$ cat config.mk
export PLATFORM = sky130hd
export DESIGN_NAME = magnitude_sequencer
export DESIGN_NICKNAME = d
export VERILOG_FILES = /design/src/rtl/magnitude_sequencer.sv
export SDC_FILE = /design/constraint.sdc
export NUM_CORES = 1
export LEC_CHECK = 0
export BUFFER_PORTS_ARGS = -buffer_cell sky130_fd_sc_hd__buf_2
export CORE_MARGIN = 2
export CORE_UTILIZATION = 53
export CTS_BUF_LIST = sky130_fd_sc_hd__clkbuf_2
export CTS_CLUSTER_DIAMETER = 60
export DETAILED_ROUTE_END_ITERATION = 10
export HOLD_SLACK_MARGIN = 0.08
export PLACE_DENSITY = 0.79
export SYNTH_ARGS = -nofsm -noshare
export SYNTH_HDL_FRONTEND = slang
export SYNTH_SLANG_ARGS = --single-unit
export TNS_END_PERCENT = 50
$ cat constraint.sdc
create_clock -name clk -period 6.88 [get_ports clk]
set_input_delay 1.376 -clock clk [delete_from_list [all_inputs] [get_ports clk]]
set_output_delay 1.376 -clock clk [all_outputs]
set_load 0.005 [all_outputs]
$ cat src/rtl/magnitude_sequencer.sv
`default_nettype none
// ============================================================================
// Module      : magnitude_sequencer
// Description : Time-multiplexed squared-magnitude engine for one FFT frame.
//               On start, captures BUFFER_SIZE complex bins and pushes one bin
//               per cycle through a two-stage pipeline that shares one
//               multiplier pair. Results stream out with valid/ready and are
//               also collected into a flat magnitude vector.
// Ports       : clk, reset_n (async, active low)
//               start, abort          - frame control
//               input_real/imag       - packed bins, bin k at [k*SAMPLE_SIZE +: SAMPLE_SIZE]
//               bin_valid/ready/index/mag - streamed result handshake
//               output_mags           - frame magnitudes, same packing as inputs
//               busy, done            - RUN state flag, one-cycle completion pulse
// Revision    : 1.0 - initial release
// ============================================================================
module magnitude_sequencer #(
    parameter int SAMPLE_SIZE = 16,
    parameter int BUFFER_SIZE = 8
) (
    input  logic                               clk,
    input  logic                               reset_n,
    input  logic                               start,
    input  logic                               abort,
    input  logic [BUFFER_SIZE*SAMPLE_SIZE-1:0] input_real,
    input  logic [BUFFER_SIZE*SAMPLE_SIZE-1:0] input_imag,
    output logic                               bin_valid,
    input  logic                               bin_ready,
    output logic [$clog2(BUFFER_SIZE)-1:0]     bin_index,
    output logic [SAMPLE_SIZE-1:0]             bin_mag,
    output logic [BUFFER_SIZE*SAMPLE_SIZE-1:0] output_mags,
    output logic                               busy,
    output logic                               done
);

    localparam int              c_idx_w    = $clog2(BUFFER_SIZE);
    localparam logic [c_idx_w-1:0] c_last_idx = c_idx_w'(BUFFER_SIZE - 1);

    typedef enum logic [1:0] {
        S_IDLE = 2'd0,
        S_RUN  = 2'd1,
        S_DONE = 2'd2
    } state_t;

    state_t r_state;
    state_t w_next_state;

    // Captured frame
    logic [BUFFER_SIZE*SAMPLE_SIZE-1:0] r_real;
    logic [BUFFER_SIZE*SAMPLE_SIZE-1:0] r_imag;

    // Issue control
    logic [c_idx_w-1:0] r_issue_idx;
    logic               r_issue_pend;

    // Stage 1: squared components
    logic               r_s1_valid;
    logic [c_idx_w-1:0] r_s1_idx;
    logic [SAMPLE_SIZE-1:0] r_sq_re;
    logic [SAMPLE_SIZE-1:0] r_sq_im;

    // Stage 2: result registers
    logic                               r_bin_valid;
    logic [c_idx_w-1:0]                 r_bin_index;
    logic [SAMPLE_SIZE-1:0]             r_bin_mag;
    logic [BUFFER_SIZE*SAMPLE_SIZE-1:0] r_output_mags;

    logic [SAMPLE_SIZE-1:0] w_re;
    logic [SAMPLE_SIZE-1:0] w_im;
    logic [SAMPLE_SIZE-1:0] w_sq_re;
    logic [SAMPLE_SIZE-1:0] w_sq_im;
    logic [SAMPLE_SIZE-1:0] w_mag;
    logic                   w_advance;
    logic                   w_accept_last;

    assign w_re = r_real[r_issue_idx*SAMPLE_SIZE +: SAMPLE_SIZE];
    assign w_im = r_imag[r_issue_idx*SAMPLE_SIZE +: SAMPLE_SIZE];

    // Only the low SAMPLE_SIZE bits of the full-width signed sum are kept, and
    // those bits of a two's-complement product/sum never depend on the upper
    // bits, so the arithmetic is evaluated directly at SAMPLE_SIZE width.
    assign w_sq_re = w_re * w_re;
    assign w_sq_im = w_im * w_im;
    assign w_mag   = r_sq_re + r_sq_im;

    // The whole pipe freezes while a result is offered but not taken.
    assign w_advance     = !(r_bin_valid && !bin_ready);
    assign w_accept_last = r_bin_valid && bin_ready && (r_bin_index == c_last_idx);

    // ------------------------------------------------------------------------
    // FSM
    // ------------------------------------------------------------------------
    always_ff @(posedge clk or negedge reset_n) begin
        if (!reset_n) begin
            r_state <= S_IDLE;
        end else begin
            r_state <= w_next_state;
        end
    end

    always_comb begin
        w_next_state = r_state;
        case (r_state)
            S_IDLE: begin
                // abort beats a simultaneous start
                if (start && !abort) begin
                    w_next_state = S_RUN;
                end
            end
            S_RUN: begin
                if (abort) begin
                    w_next_state = S_IDLE;
                end else if (w_accept_last) begin
                    w_next_state = S_DONE;
                end
            end
            S_DONE: begin
                w_next_state = S_IDLE;
            end
            default: begin
                w_next_state = S_IDLE;
            end
        endcase
    end

    // ------------------------------------------------------------------------
    // Capture, issue and pipeline
    // ------------------------------------------------------------------------
    always_ff @(posedge clk or negedge reset_n) begin
        if (!reset_n) begin
            r_real        <= '0;
            r_imag        <= '0;
            r_issue_idx   <= '0;
            r_issue_pend  <= 1'b0;
            r_s1_valid    <= 1'b0;
            r_s1_idx      <= '0;
            r_sq_re       <= '0;
            r_sq_im       <= '0;
            r_bin_valid   <= 1'b0;
            r_bin_index   <= '0;
            r_bin_mag     <= '0;
            r_output_mags <= '0;
        end else begin
            case (r_state)
                S_IDLE: begin
                    if (start && !abort) begin
                        r_real        <= input_real;
                        r_imag        <= input_imag;
                        r_output_mags <= '0;
                        r_issue_idx   <= '0;
                        r_issue_pend  <= 1'b1;
                        r_s1_valid    <= 1'b0;
                        r_bin_valid   <= 1'b0;
                    end
                end
                S_RUN: begin
                    if (abort) begin
                        // Slices already written stay in output_mags.
                        r_issue_pend <= 1'b0;
                        r_s1_valid   <= 1'b0;
                        r_bin_valid  <= 1'b0;
                    end else if (w_advance) begin
                        // Stage 1
                        r_s1_valid <= r_issue_pend;
                        if (r_issue_pend) begin
                            r_sq_re  <= w_sq_re;
                            r_sq_im  <= w_sq_im;
                            r_s1_idx <= r_issue_idx;
                            if (r_issue_idx == c_last_idx) begin
                                r_issue_pend <= 1'b0;
                            end else begin
                                r_issue_idx <= r_issue_idx + 1'b1;
                            end
                        end
                        // Stage 2; stage 1 is already empty when the last
                        // bin is accepted, so bin_valid drops on that edge.
                        r_bin_valid <= r_s1_valid;
                        if (r_s1_valid) begin
                            r_bin_mag   <= w_mag;
                            r_bin_index <= r_s1_idx;
                            r_output_mags[r_s1_idx*SAMPLE_SIZE +: SAMPLE_SIZE] <= w_mag;
                        end
                    end
                end
                default: begin
                end
            endcase
        end
    end

    assign bin_valid   = r_bin_valid;
    assign bin_index   = r_bin_index;
    assign bin_mag     = r_bin_mag;
    assign output_mags = r_output_mags;
    assign busy        = (r_state == S_RUN);
    assign done        = (r_state == S_DONE);

endmodule
`default_nettype wire

After elaboration in Yosys (flattened, before gate mapping)
Index checks and enable logic that the tools add are counted.

cells by class
  add/subtract/negate cells = 3
  multiply operators = 2
  divide/modulo/power cells = 0
  magnitude comparators = 0
  eq/ne operators = 12
  shift operators = 4
  multiplexer cells = 29
  bitwise operators = 2
  reduce and logical (&&, ||, !) cells = 15

operators by type and width
  operator                                                                    count
  128-bit two-way mux                                                         4
  128-bit one-hot mux with 2 select lines                                     1
  128-bit by 8-bit variable part select with 16-bit output                    2
  128-bit bitwise mux                                                         1
  16-bit by 34-bit variable shift with 128-bit output (first input constant)  1
  16-bit by 34-bit variable part select with 128-bit output                   1
  7-bit negator with 34-bit output                                            1
  16-bit by 16-bit multiplier with 16-bit output                              2
  16-bit adder                                                                1
  3-bit two-way mux                                                           5
  1-bit two-way mux                                                           10
  2-bit != test (second input constant)                                       4
  4-bit AND reduction                                                         2
  3-bit equality test (second input constant)                                 2
  2-bit two-way mux                                                           3
  1-bit one-hot mux with 2 select lines                                       3
  3-bit one-hot mux with 2 select lines                                       1
  6-bit AND reduction                                                         1
  5-bit AND reduction                                                         1
  1-bit logical AND                                                           4
  2-bit by 1-bit != test with 1-bit output (second input constant)            2
  2-bit one-hot mux with 2 select lines                                       1
  2-bit AND reduction                                                         2
  3-bit by 1-bit adder with 3-bit output (second input constant)              1
  other kinds (9)                                                             11

storage, ports and cells
  bits in registers = 446
  latch bits = 0
  memory bits (writable) = 0
  ROM bits = 0
  input bits = 261
  output and inout bits = 150
  word-level logic and storage cells = 80
  memories kept = 0

Logic depth before layout (Yosys ltp)
Gate-level depths: netlist of run 1.

  depth after elaboration = 7
  gate-level depth with buffers = 26
  mapped depth without buffers = 23

Worst setup path before layout of run 1
OpenSTA, ideal clock, no wires.

  path kind = reg-to-reg
  start = register r_issue_idx[0]
  end = register r_sq_im[15]
  setup time = 136 ps
  arrival = 6,331 ps
  required time = 6,744 ps
  setup slack = 412 ps
  cell stages (with the launch flop) = 25
  buffers on the path = 2
  clock period less this slack = 6,468 ps
  cells stage by stage = dfrtp_1 -> buf_6 -> buf_2 -> mux4_2 -> mux2i_1 -> inv_2 -> nand2_1 -> fa_1 -> fa_1 -> inv_1 -> fa_1 -> inv_1 -> fa_1 -> inv_1 -> fa_1 -> inv_1 -> fa_1 -> inv_1 -> ha_1 -> a21o_1 -> a21oi_1 -> nor3b_1 -> a21o_1 -> xnor2_1 -> o21ai_0

between the ends
  word-level cells in the longest chain between the ends = 2

ends and longest elaborated chain
  item                                                      RTL line  text
  start, declared                                           53        logic [c_idx_w-1:0] r_issue_idx;
  start signal, assigned                                    172       r_issue_idx <= r_issue_idx + 1'b1;
  128-bit by 8-bit variable part select with 16-bit output  77        assign w_im = r_imag[r_issue_idx*SAMPLE_SIZE +: SAMPLE_SIZE];
  16-bit by 16-bit multiplier with 16-bit output            83        assign w_sq_im = w_im * w_im;
  end signal, assigned                                      167       r_sq_im <= w_sq_im;
  end, declared                                             60        logic [SAMPLE_SIZE-1:0] r_sq_im;

Every way passes these cells.
A chain may end at the register's enable or synchronous reset.

Final worst setup path of run 1
  start = register r_issue_idx[0]
  end = register r_sq_re[14]

between the ends
  word-level cells in the longest chain between the ends = 2

ends and longest elaborated chain
  item                                                      RTL line  text
  128-bit by 8-bit variable part select with 16-bit output  76        assign w_re = r_real[r_issue_idx*SAMPLE_SIZE +: SAMPLE_SIZE];
  16-bit by 16-bit multiplier with 16-bit output            82        assign w_sq_re = w_re * w_re;
  end signal, assigned                                      166       r_sq_re <= w_sq_re;
  end, declared                                             59        logic [SAMPLE_SIZE-1:0] r_sq_re;

Every way passes these cells.

==> results of run 1 <==
[flip-flops by register name (all words and copies together), names as in the netlist]
register	count
output_mags	128
r_imag	120
r_real	120
bin_mag	16
r_sq_im	15
r_sq_re	15
bin_index	3
r_issue_idx	3
r_s1_idx	3
r_state	2
bin_valid	1
r_issue_pend	1
r_s1_valid	1
[worst register-to-register path: cells and delay by family (launching register included)]
| family | cells | cell delay [ns] |
|---|---|---|
| AOI/OAI and AO/OA | 6 | 0.95 |
| DFF | 1 | 0.57 |
| buffers and inverters | 8 | 0.65 |
| and+or+nand+nor | 1 | 0.18 |
| adders and majority gates | 7 | 3.27 |
| muxes | 2 | 0.87 |
[final cells by class]
cell class	instances	area, um2
Clock inverter	22	205
Sequential cell	428	10700
Inverter	243	912
Timing Repair Buffer	447	2490
Clock buffer	153	766
Tap cell	607	759
Antenna cell	6	15.0
Fill cell	3850	17800
Multi-Input combinational cell	1734	12800
[metrics by stage]
step,setup slack (ns),cell area (um2)
5_1_grt,0.0450,28700
2_1_floorplan,0.412,24900
3_3_place_gp,0.285,27700
4_1_cts,0.198,28600
6_report,0.264,28700
3_5_place_dp,0.209,27700
[metal layers]
layer,vias up,global-route usage,share of wire
met2,890,0.429,0.47
met1,9757,0.368,0.43
li1,9112,-,-
met4,10,0.0944,0.025
met5,-,0,0.00090
met3,123,0.0554,0.082
[layout by cell type (no fill, tap or decap), types with 9 or more instances in the layout]
| master | instances |
|---|---|
| nor3_1 | 16 |
| a22o_1 | 105 |
| mux4_2 | 60 |
| buf_12 | 9 |
| nand3_1 | 11 |
| o21ai_0 | 70 |
| mux2_2 | 26 |
| clkbuf_2 | 153 |
| clkinv_1 | 11 |
| a21o_1 | 18 |
| and2_1 | 11 |
| o21a_1 | 9 |
| nand2_1 | 871 |
| xor2_1 | 16 |
| nand2b_1 | 20 |
| nor2_1 | 55 |
| inv_1 | 238 |
| xnor2_1 | 44 |
| buf_4 | 44 |
| dfrtp_1 | 426 |
| fa_1 | 135 |
| buf_2 | 393 |
| ha_1 | 115 |
| nor2b_1 | 10 |
| a21oi_1 | 31 |
[path summary, 6_finish.rpt]
path / startpoint / end / slack (ns) / cells after the start
max in group asynchronous: reset_n / r_imag[98] / 5.12 / 2
worst max register to register: r_issue_idx[0] / r_sq_re[14] / 0.26 / 24
worst min register to register: r_real[45] / r_real[45] / 0.48 / 2
worst min-delay path: reset_n / r_real[26] / 0.35 / 1
worst max-delay path: r_issue_idx[0] / r_sq_re[14] / 0.26 / 24
min in group clk: input_real[92] / r_real[92] / 0.47 / 3
[logic make-up (layout without fill, tap and decap cells)]
| kind of cell | count (synthesis) | in the layout | synth area share |
|---|---|---|---|
| buffers and inverters | 356 | 865 | 0.0562 |
| flip-flops | 428 | 428 | 0.430 |
| AND/OR/NAND/NOR | 1035 | 1035 | 0.167 |
| adder cells (fa/ha/maj) | 250 | 250 | 0.166 |
| multiplexers | 101 | 101 | 0.0746 |
| AO/OA/AOI/OAI | 287 | 287 | 0.0846 |
| XOR/XNOR | 61 | 61 | 0.0217 |
| other | 0 | 6 | 0 |
[timing repair]
action                     CTS  global route
hold endpoints to repair     0             0
buffers inserted             0             7
setup endpoints to repair    0             6
==> impl_results.md, run 1 <==
- Outcome: completed
- Floorplan row count: 79
- Final clock skew: 0.0961 ns
- DRT iter0 DRCs: 1,534
- Mapped Cells: 2,518
- Hold Slack: 0.348 ns
- Clk_lat worst skew: 1.09 ns
- CP delay by family, top: adder cells
- Max frequency: 151 MHz
- Die width: 221 um
- Top cells by count, synth: nand2_1, dfrtp_1, inv_1
- Crit-path max cell delay: 0.57 ns
- RSZ-0062 raised after global routing: no
- Detailed Place HPWL: 48.2 mm
- Setup Total Neg Slack: 0 ns
- CP Capture Type: register
- Vias per std cell: 5.46
- Post-Place Cells: 3,452
- Syn nets: 3,029
- Initial Util: 0.536
- Post_cts resized: 0
- Crit path time final: 6.62 ns
- Hold_buf cts: 0
- Register bit total from synthesis: 428
- CP Class: reg2reg
- Post-synth EDFFs: 0
- Asr flop ratio synth: 1.00
- Req. time, crit path: 7.80 ns
- Num ports: 411
- Final Max Slew Viols: 0
- Final hold violation count: 0
- Synthesis Warnings: 0
- Critical path arrival: 7.53 ns
- Global-route wire length before repair: 106 mm
- Crit start category: register
- Core Footprint: 46,500 um2
- Drt drc: 0
- Final setup viols: 0
- Sinks on Clock Net: 428
- Post-Syn Area: 24,900 um2
- Clk buf depth: 3
- Non-Filler Instances: 3,640
- WP buf/inv: 8
- Port Buf Inserts: 394
- Antenna violations before repair: 10
- Total grt overflow: 0
- Worst path slowest cell: dfrtp_4
- GP Congestion: 0.911
- Final core utilization: 0.618
- Worst-margin pin slew: 1.35 ns
- Ys flop type: dfrtp_1
- Synth cell types: 61
- All-Layer GR Usage: 0.268
- Area Overhead vs Synth: 15.1%
- Reg clk slew, reported paths: 0.10 ns
- Max_slew headroom: 0.0931
- WL final: 64.8 mm
- Die Ht: 221 um
- Vias in the first global route: 20,561
- Num CTS Buffers: 107
- Post-synth top area share: 0.430
- Syn Area/Cell: 9.90 um2
- TritonRoute pass-1 iters: 5
- Die area: 48,800 um2
- Most common cell in the netlist: nand2_1
- Nets: 3,472
- Max_cap viols: 0
- Critical path, cell by cell: buf_4 > mux4_2 > mux2_2 > nor2b_1 > inv_1 > fa_1 > fa_1 > inv_1 > fa_1 > inv_1 > fa_1 > inv_1 > fa_1 > inv_1 > fa_1 > inv_1 > ha_1 > buf_4 > o21a_1 > o21ai_0 > a21o_1 > o2111ai_1 > a21oi_1 > a211o_1
- Share of cells above drive strength 1: 0.243
- H-tree depth: 3
- WL/cell: 17.8 um
- Cell taking the most area after synthesis: dfrtp_1
- Remaining antenna violation count after routing: 0
- Largest net degree at the start of global routing: 205
- Synth top area cells: dfrtp_1, nand2_1, fa_1
- Seq/Total Area, Yosys: 0.430
- CP Max Fanout: 11
- CTS tree: done
- Hold WC Path Type: in2async
- Via count: 19,892
- Clock root cell: clkbuf_2
- Final clock period utilization by the worst path: 0.962
Power of run 1 is not shown: default switching activity piles up to over one toggle a cycle in this logic, so the estimate is an artifact.
==> run 2: changes to the inputs <==
- REMOVE_ABC_BUFFERS: unset -> 1
==> impl_results.md, run 2 (synthesis gave the netlist of run 1 again) <==
- Grt met1 use: 0.336 (-0.0318)
- Clk_lat worst skew: 1.10 ns (about the same)
- Final worst setup slack: 0.369 ns (+0.105 ns)
- Total grt overflow: 0 (unchanged)
- Max reg flops: 128 (unchanged)
- Sinks on Clock Net: 428 (unchanged)
- Worst path slowest cell: fa_1
- Via count: 19,485 (-2.0%)
- Share of cells above drive strength 1: 0.242 (-0.00120)
- Die width: 221 um (unchanged)
- Final setup viols: 0 (unchanged)
- GP Congestion: 0.880 (-3.4%)
- All-Layer GR Usage: 0.254 (-0.0147)
- Hold WC Path Type: in2async
- Most Used Layer, Global Route: met2
- Final hold violation count: 0 (unchanged)
- CP Max Fanout: 15 (+4)
- Placed Area: 27,700 um2 (+0.15%)
- Clk buf depth: 3 (unchanged)
- Global-route wire length before repair: 101 mm (-4.3%)
- TritonRoute pass-1 iters: 5 (unchanged)
- Final clock skew: 0.0977 ns (+0.00156 ns)
- Outcome: completed
- Critical Path Stages: 23 (-4.2%)
- Depth of the worst register-to-register path: 23 (-4.2%)
- RSZ-0062 raised after global routing: no
- WL/cell: 16.8 um (-5.9%)
- Die Ht: 221 um (unchanged)
- Crit start category: register
- Reg-to-reg endpoint: r_sq_im[15]
- Die area: 48,800 um2 (unchanged)
- Vias in the first global route: 20,361 (-0.97%)
- Crit path time final: 6.51 ns (-0.105 ns)
- Nets: 3,473 (+0.029%)
- H-tree depth: 3 (unchanged)
- Floorplan row count: 79 (unchanged)
- Commonest non-fill, non-tap cell in the layout: nand2_1
- WL final: 61.1 mm (-5.6%)
- Req. time, crit path: 7.78 ns (-0.02 ns)
- Crit-path max cell delay: 0.53 ns (-0.04 ns)
- Most frequent cells in the layout: nand2_1, dfrtp_1, buf_2, inv_1, clkbuf_2
- Final Max Slew Viols: 0 (unchanged)
- CTS tree: done
- Max_slew headroom: 0.0688 (-0.0243)
- FF-to-FF Start: r_issue_idx[0]
- Largest net degree at the start of global routing: 215 (+4.9%)
- CP delay by family, top: adder cells
- CP Class: reg2reg
- Fillers: 3,843 (-0.18%)
- Final core utilization: 0.617 (about the same)
- Vias per std cell: 5.34 (-2.3%)
- Max frequency: 154 MHz (+1.6%)
- Critical path arrival: 7.41 ns (-0.12 ns)
- CP Capture Type: register
- Clock root cell: clkbuf_2
- Antenna violations before repair: 1 (-9)
- Worst-margin pin slew: 1.39 ns (+0.0368 ns)
- Setup Total Neg Slack: 0 ns (unchanged)
- Drt drc: 0 (unchanged)
- Critical path, cell by cell: buf_12 > mux4_2 > mux2_2 > nor2b_1 > inv_1 > fa_1 > fa_1 > inv_1 > fa_1 > inv_1 > fa_1 > inv_1 > fa_1 > inv_1 > fa_1 > inv_1 > ha_1 > a21o_1 > a21oi_2 > nor3b_1 > a21o_1 > xnor2_1 > o21ai_0
- Num ports: 411 (unchanged)
- Final clock period utilization by the worst path: 0.946 (-0.0152)
- Area Overhead vs Synth: 15.1% (about the same)
- DRT iter0 DRCs: 1,353 (-12%)
- WP buf/inv: 7 (-1)
- Port Buf Inserts: 394 (unchanged)
- Finished Cell Area: 28,700 um2 (about the same)
- Max_cap viols: 0 (unchanged)
- Core Footprint: 46,500 um2 (unchanged)
- Initial Util: 0.536 (unchanged)
- GR Layer Usage met2: 0.414 (-0.0148)
- Detailed Place HPWL: 44.9 mm (-6.8%)
- Setup Slack @ Placement: 0.262 ns (+0.0529 ns)
- Num CTS Buffers: 106 (-0.93%)
- Remaining antenna violation count after routing: 0 (unchanged)
- Reg clk slew, reported paths: 0.12 ns (+0.02 ns)
- Hold_buf cts: 0 (unchanged)
- R2r setup slk: 0.37 ns (+0.10 ns)
- Global Route met3 Usage: 0.0469 (-0.00850)
## run 2: cell types whose count changed in the layout (fill, tap and decap cells not counted), sizes merged
cell | previous run | this run
buf | 447 | 449
bufinv | 4 | 1
clkbuf | 153 | 148
clkinv | 15 | 35
diode | 6 | 1
inv | 244 | 245
## run 2: worst register-to-register path: stages, from the launching register on
cell and delay, ns:
dfrtp_4 0.50, buf_12 0.20, mux4_2 0.52, mux2_2 0.34, nor2b_1 0.17, inv_1 0.09, fa_1 0.40, fa_1 0.49
inv_1 0.05, fa_1 0.50, inv_1 0.05, fa_1 0.47, inv_1 0.06, fa_1 0.53, inv_1 0.05, fa_1 0.53
inv_1 0.05, ha_1 0.37, a21o_1 0.22, a21oi_2 0.20, nor3b_1 0.21, a21o_1 0.15, xnor2_1 0.10, o21ai_0 0.08
## run 2: through the flow
stage	hold WS, ns	cells
2_1_floorplan	0.440	2405
3_3_place_gp	0.453	3457
3_5_place_dp	0.457	3457
4_1_cts	0.120	3645
5_1_grt	0.176	3650
6_report	0.269	3650
## run 2: per-layer routing
| layer | wire length [um] | share of wire |
|---|---|---|
| met3 | 4010 | 0.066 |
| met4 | 1920 | 0.031 |
| met2 | 29600 | 0.48 |
| met5 | 0 | 0 |
| met1 | 25600 | 0.42 |
## run 2: worst max-delay path by stage
| stage | endpoint | from | slack [ns] |
|---|---|---|---|
| finish | r_sq_im[15] | r_issue_idx[0] | 0.37 |
| detailed placement | r_sq_im[15] | r_issue_idx[0] | 0.26 |
| floorplan | r_sq_im[15] | r_issue_idx[0] | -1.70 |
| CTS | r_sq_im[15] | r_issue_idx[0] | 0.21 |
| global route | r_sq_im[15] | r_issue_idx[0] | 0.01 |
| global placement | r_sq_im[15] | r_issue_idx[0] | 0.35 |
## run 2: layout make-up
| class | instances | area (um2) | area share |
|---|---|---|---|
| repair buffers | 449 | 2510 | 0.0874 |
| multi-input cells | 1734 | 12800 | 0.448 |
| clock buffers | 148 | 741 | 0.0258 |
| inverters | 243 | 912 | 0.0318 |
| well taps | 607 | 759 | 0.0265 |
| flip-flops and latches | 428 | 10700 | 0.374 |
| diodes | 1 | 2.50 | 0.0000873 |
| clock inverters | 40 | 199 | 0.00694 |
## run 2: what timing repair did
action / 4_1_cts / 5_1_grt
buffers inserted: 0 / 4
setup endpoints to repair: 0 / 1
gates resized for setup: 0 / 3
hold endpoints to repair: 0 / 0
Power of run 2 is left out for the same reason.
==> run 3: changes to the inputs <==
- clock period: 6.88 -> 5.3 ns (I/O delays scaled with it)
==> impl_results.md, run 3 (synthesis gave the netlist of run 1 again) <==
- Die area: 48,800 um2 (unchanged)
- Die Ht: 221 um (unchanged)
- Min-delay src: input_real[102]
- Share of cells above drive strength 1: 0.300 (+0.0581)
- Crit-path max cell delay: 0.54 ns (about the same)
- Post-Place Cells: 3,633 (+5.1%)
- Worst-margin pin slew: 1.26 ns (-0.127 ns)
- Worst path slowest cell: dfrtp_4
- Outcome: finished, violations left
- Setup Slack @ Placement: -1.15 ns (-1.41 ns)
- TritonRoute pass-1 iters: 5 (unchanged)
- Floorplan row count: 79 (unchanged)
- WL/cell: 17.8 um (+6.3%)
- Max reg flops: 128 (unchanged)
- Antenna violations before repair: 2 (+1)
- Non-Filler Instances: 3,983 (+9.1%)
- Finished Cell Area: 32,400 um2 (+13%)
- Crit path top cell by count: fa_1
- Largest net degree at the start of global routing: 218 (+1.4%)
- Reg clk slew, reported paths: 0.11 ns (about the same)
- Port Buf Inserts: 394 (unchanged)
- Most frequent cells in the layout: nand2_1, dfrtp_1, buf_2, inv_1, buf_4
- Req. time, crit path: 6.29 ns (-1.49 ns)
- CTS tree: done
- Final clock skew: 0.0913 ns (-0.00635 ns)
- Clk_lat worst skew: 1.12 ns (+0.02 ns)
- WL final: 70.9 mm (+16%)
- Area Overhead vs Synth: 29.9%
- CP Max Fanout: 5 (-10)
- DRT iter0 DRCs: 1,668 (+23%)
- Final Max Slew Viols: 0 (unchanged)
- Num ports: 411 (unchanged)
- Initial Util: 0.536 (unchanged)
- Detailed Place HPWL: 49.5 mm (+10%)
- Global-route wire length before repair: 114 mm (+13%)
- Drt drc: 0 (unchanged)
- H-tree depth: 3 (unchanged)
- GP Congestion: 0.886 (+0.73%)
- Vias per std cell: 5.38 (+0.74%)
- CP Class: reg2reg
- Sinks on Clock Net: 428 (unchanged)
- Critical path arrival: 7.18 ns (-0.23 ns)
- Worst setup path startpoint: r_issue_idx[0]
- Core Footprint: 46,500 um2 (unchanged)
- Hold WC Path Type: in2reg
- Max_cap viols: 0 (unchanged)
- Max frequency: 161 MHz (+5.1%)
- Total grt overflow: 0 (unchanged)
- Final clock period utilization by the worst path: 1.17 (+0.222)
- CP delay by family, top: adder cells
- Final worst setup slack: -0.893 ns (-1.26 ns)
- Crit start category: register
- Nets: 3,821 (+10%)
- Final hold violation count: 0 (unchanged)
- All-Layer GR Usage: 0.290 (+0.0358)
- Clock root cell: clkbuf_2
- WP buf/inv: 7 (unchanged)
- FF-to-FF Start: r_issue_idx[0]
- Vias in the first global route: 22,389 (+10%)
- Max_slew headroom: 0.157 (+0.0878)
- Placed Area: 29,000 um2 (+4.8%)
- CP Capture Type: register
- Die width: 221 um (unchanged)
- Via count: 21,421 (+9.9%)
- Clk buf depth: 3 (unchanged)
- Final setup viols: 17 (+17)
- Crit path time final: 6.19 ns (-0.318 ns)
- Remaining antenna violation count after routing: 0 (unchanged)
- Commonest non-fill, non-tap cell in the layout: nand2_1
- Critical path, cell by cell: buf_12 > clkbuf_16 > mux4_2 > mux2_4 > buf_6 > and2_4 > fa_1 > inv_2 > fa_1 > fa_1 > inv_1 > fa_1 > fa_1 > inv_2 > fa_1 > inv_2 > ha_4 > nand3_2 > a21oi_2 > o41ai_2 > a21o_1 > xnor2_1 > o21ai_1
- Violated checks: setup timing
- RSZ-0062 raised after global routing: yes
- Num CTS Buffers: 105 (-0.94%)
-- run 3: cell types whose count changed in the layout (fill, tap and decap cells not counted), moves of 13 or more --
| cell | delta |
|---|---|
| buf_4 | +168 |
| dlygate4sd3_1 | +152 |
| inv_1 | -19 |
| buf_6 | +16 |
| inv_2 | +16 |
| ha_1 | -15 |
| ha_4 | +13 |
-- run 3: cell type report --
type	instances	area, um2
inverter	243	915
clock buffer	138	691
antenna	3	7.51
multi-input combinational	1734	13400
tap	607	759
sequential	428	10700
fill	3332	14100
timing repair buffer	798	5710
clock inverter	32	206
-- run 3: repair_timing --
item                                    4_1_cts  5_1_grt
gates cloned                                  1        2
endpoints found under the setup margin       18       18
pin swaps                                     4       56
buffers inserted                              7       16
gates resized for setup                      62      106
endpoints found under the hold margin       260        0
hold buffers                                152        0
-- run 3: worst reg2reg max path: stages (launching register included) --
cell	delay [ns]
dfrtp_4	0.54
buf_12	0.15
clkbuf_16	0.15
mux4_2	0.43
mux2_4	0.29
buf_6	0.12
and2_4	0.16
fa_1	0.51
inv_2	0.04
fa_1	0.45
fa_1	0.50
inv_1	0.05
fa_1	0.46
fa_1	0.54
inv_2	0.04
fa_1	0.53
inv_2	0.05
ha_4	0.29
nand3_2	0.08
a21oi_2	0.18
o41ai_2	0.11
a21o_1	0.20
xnor2_1	0.17
o21ai_1	0.07
-- run 3: final timing paths --
check | endpoint | slack [ns] | cells after the start
worst max-delay path | r_sq_re[15] | -0.89 | 23
worst min-delay path | r_real[102] | 0.21 | 3
worst max register to register | r_sq_re[15] | -0.89 | 23
worst min register to register | r_real[30] | 0.48 | 2
max in group asynchronous | r_real[37] | 3.47 | 3
min in group asynchronous | output_mags[115] | 0.58 | 2
-- run 3: stage by stage --
step | util | hold WS, ns | setup TNS, ns
after global routing | 0.697 | 0.126 | -13.40
after CTS | 0.685 | 0.0800 | -10.19
final | 0.697 | 0.209 | -9.86
after detailed placement | 0.625 | 0.457 | -13.57
after floorplan | - | 0.440 | -114.72
after global placement | 0.625 | 0.453 | -11.80
-- run 3: routing by layer --
layer  share of wire  GRT usage
met1            0.40      0.368
met3           0.070     0.0538
met2            0.49      0.488
met5               0          0
met4           0.037      0.126
Power of run 3 is left out for the same reason.
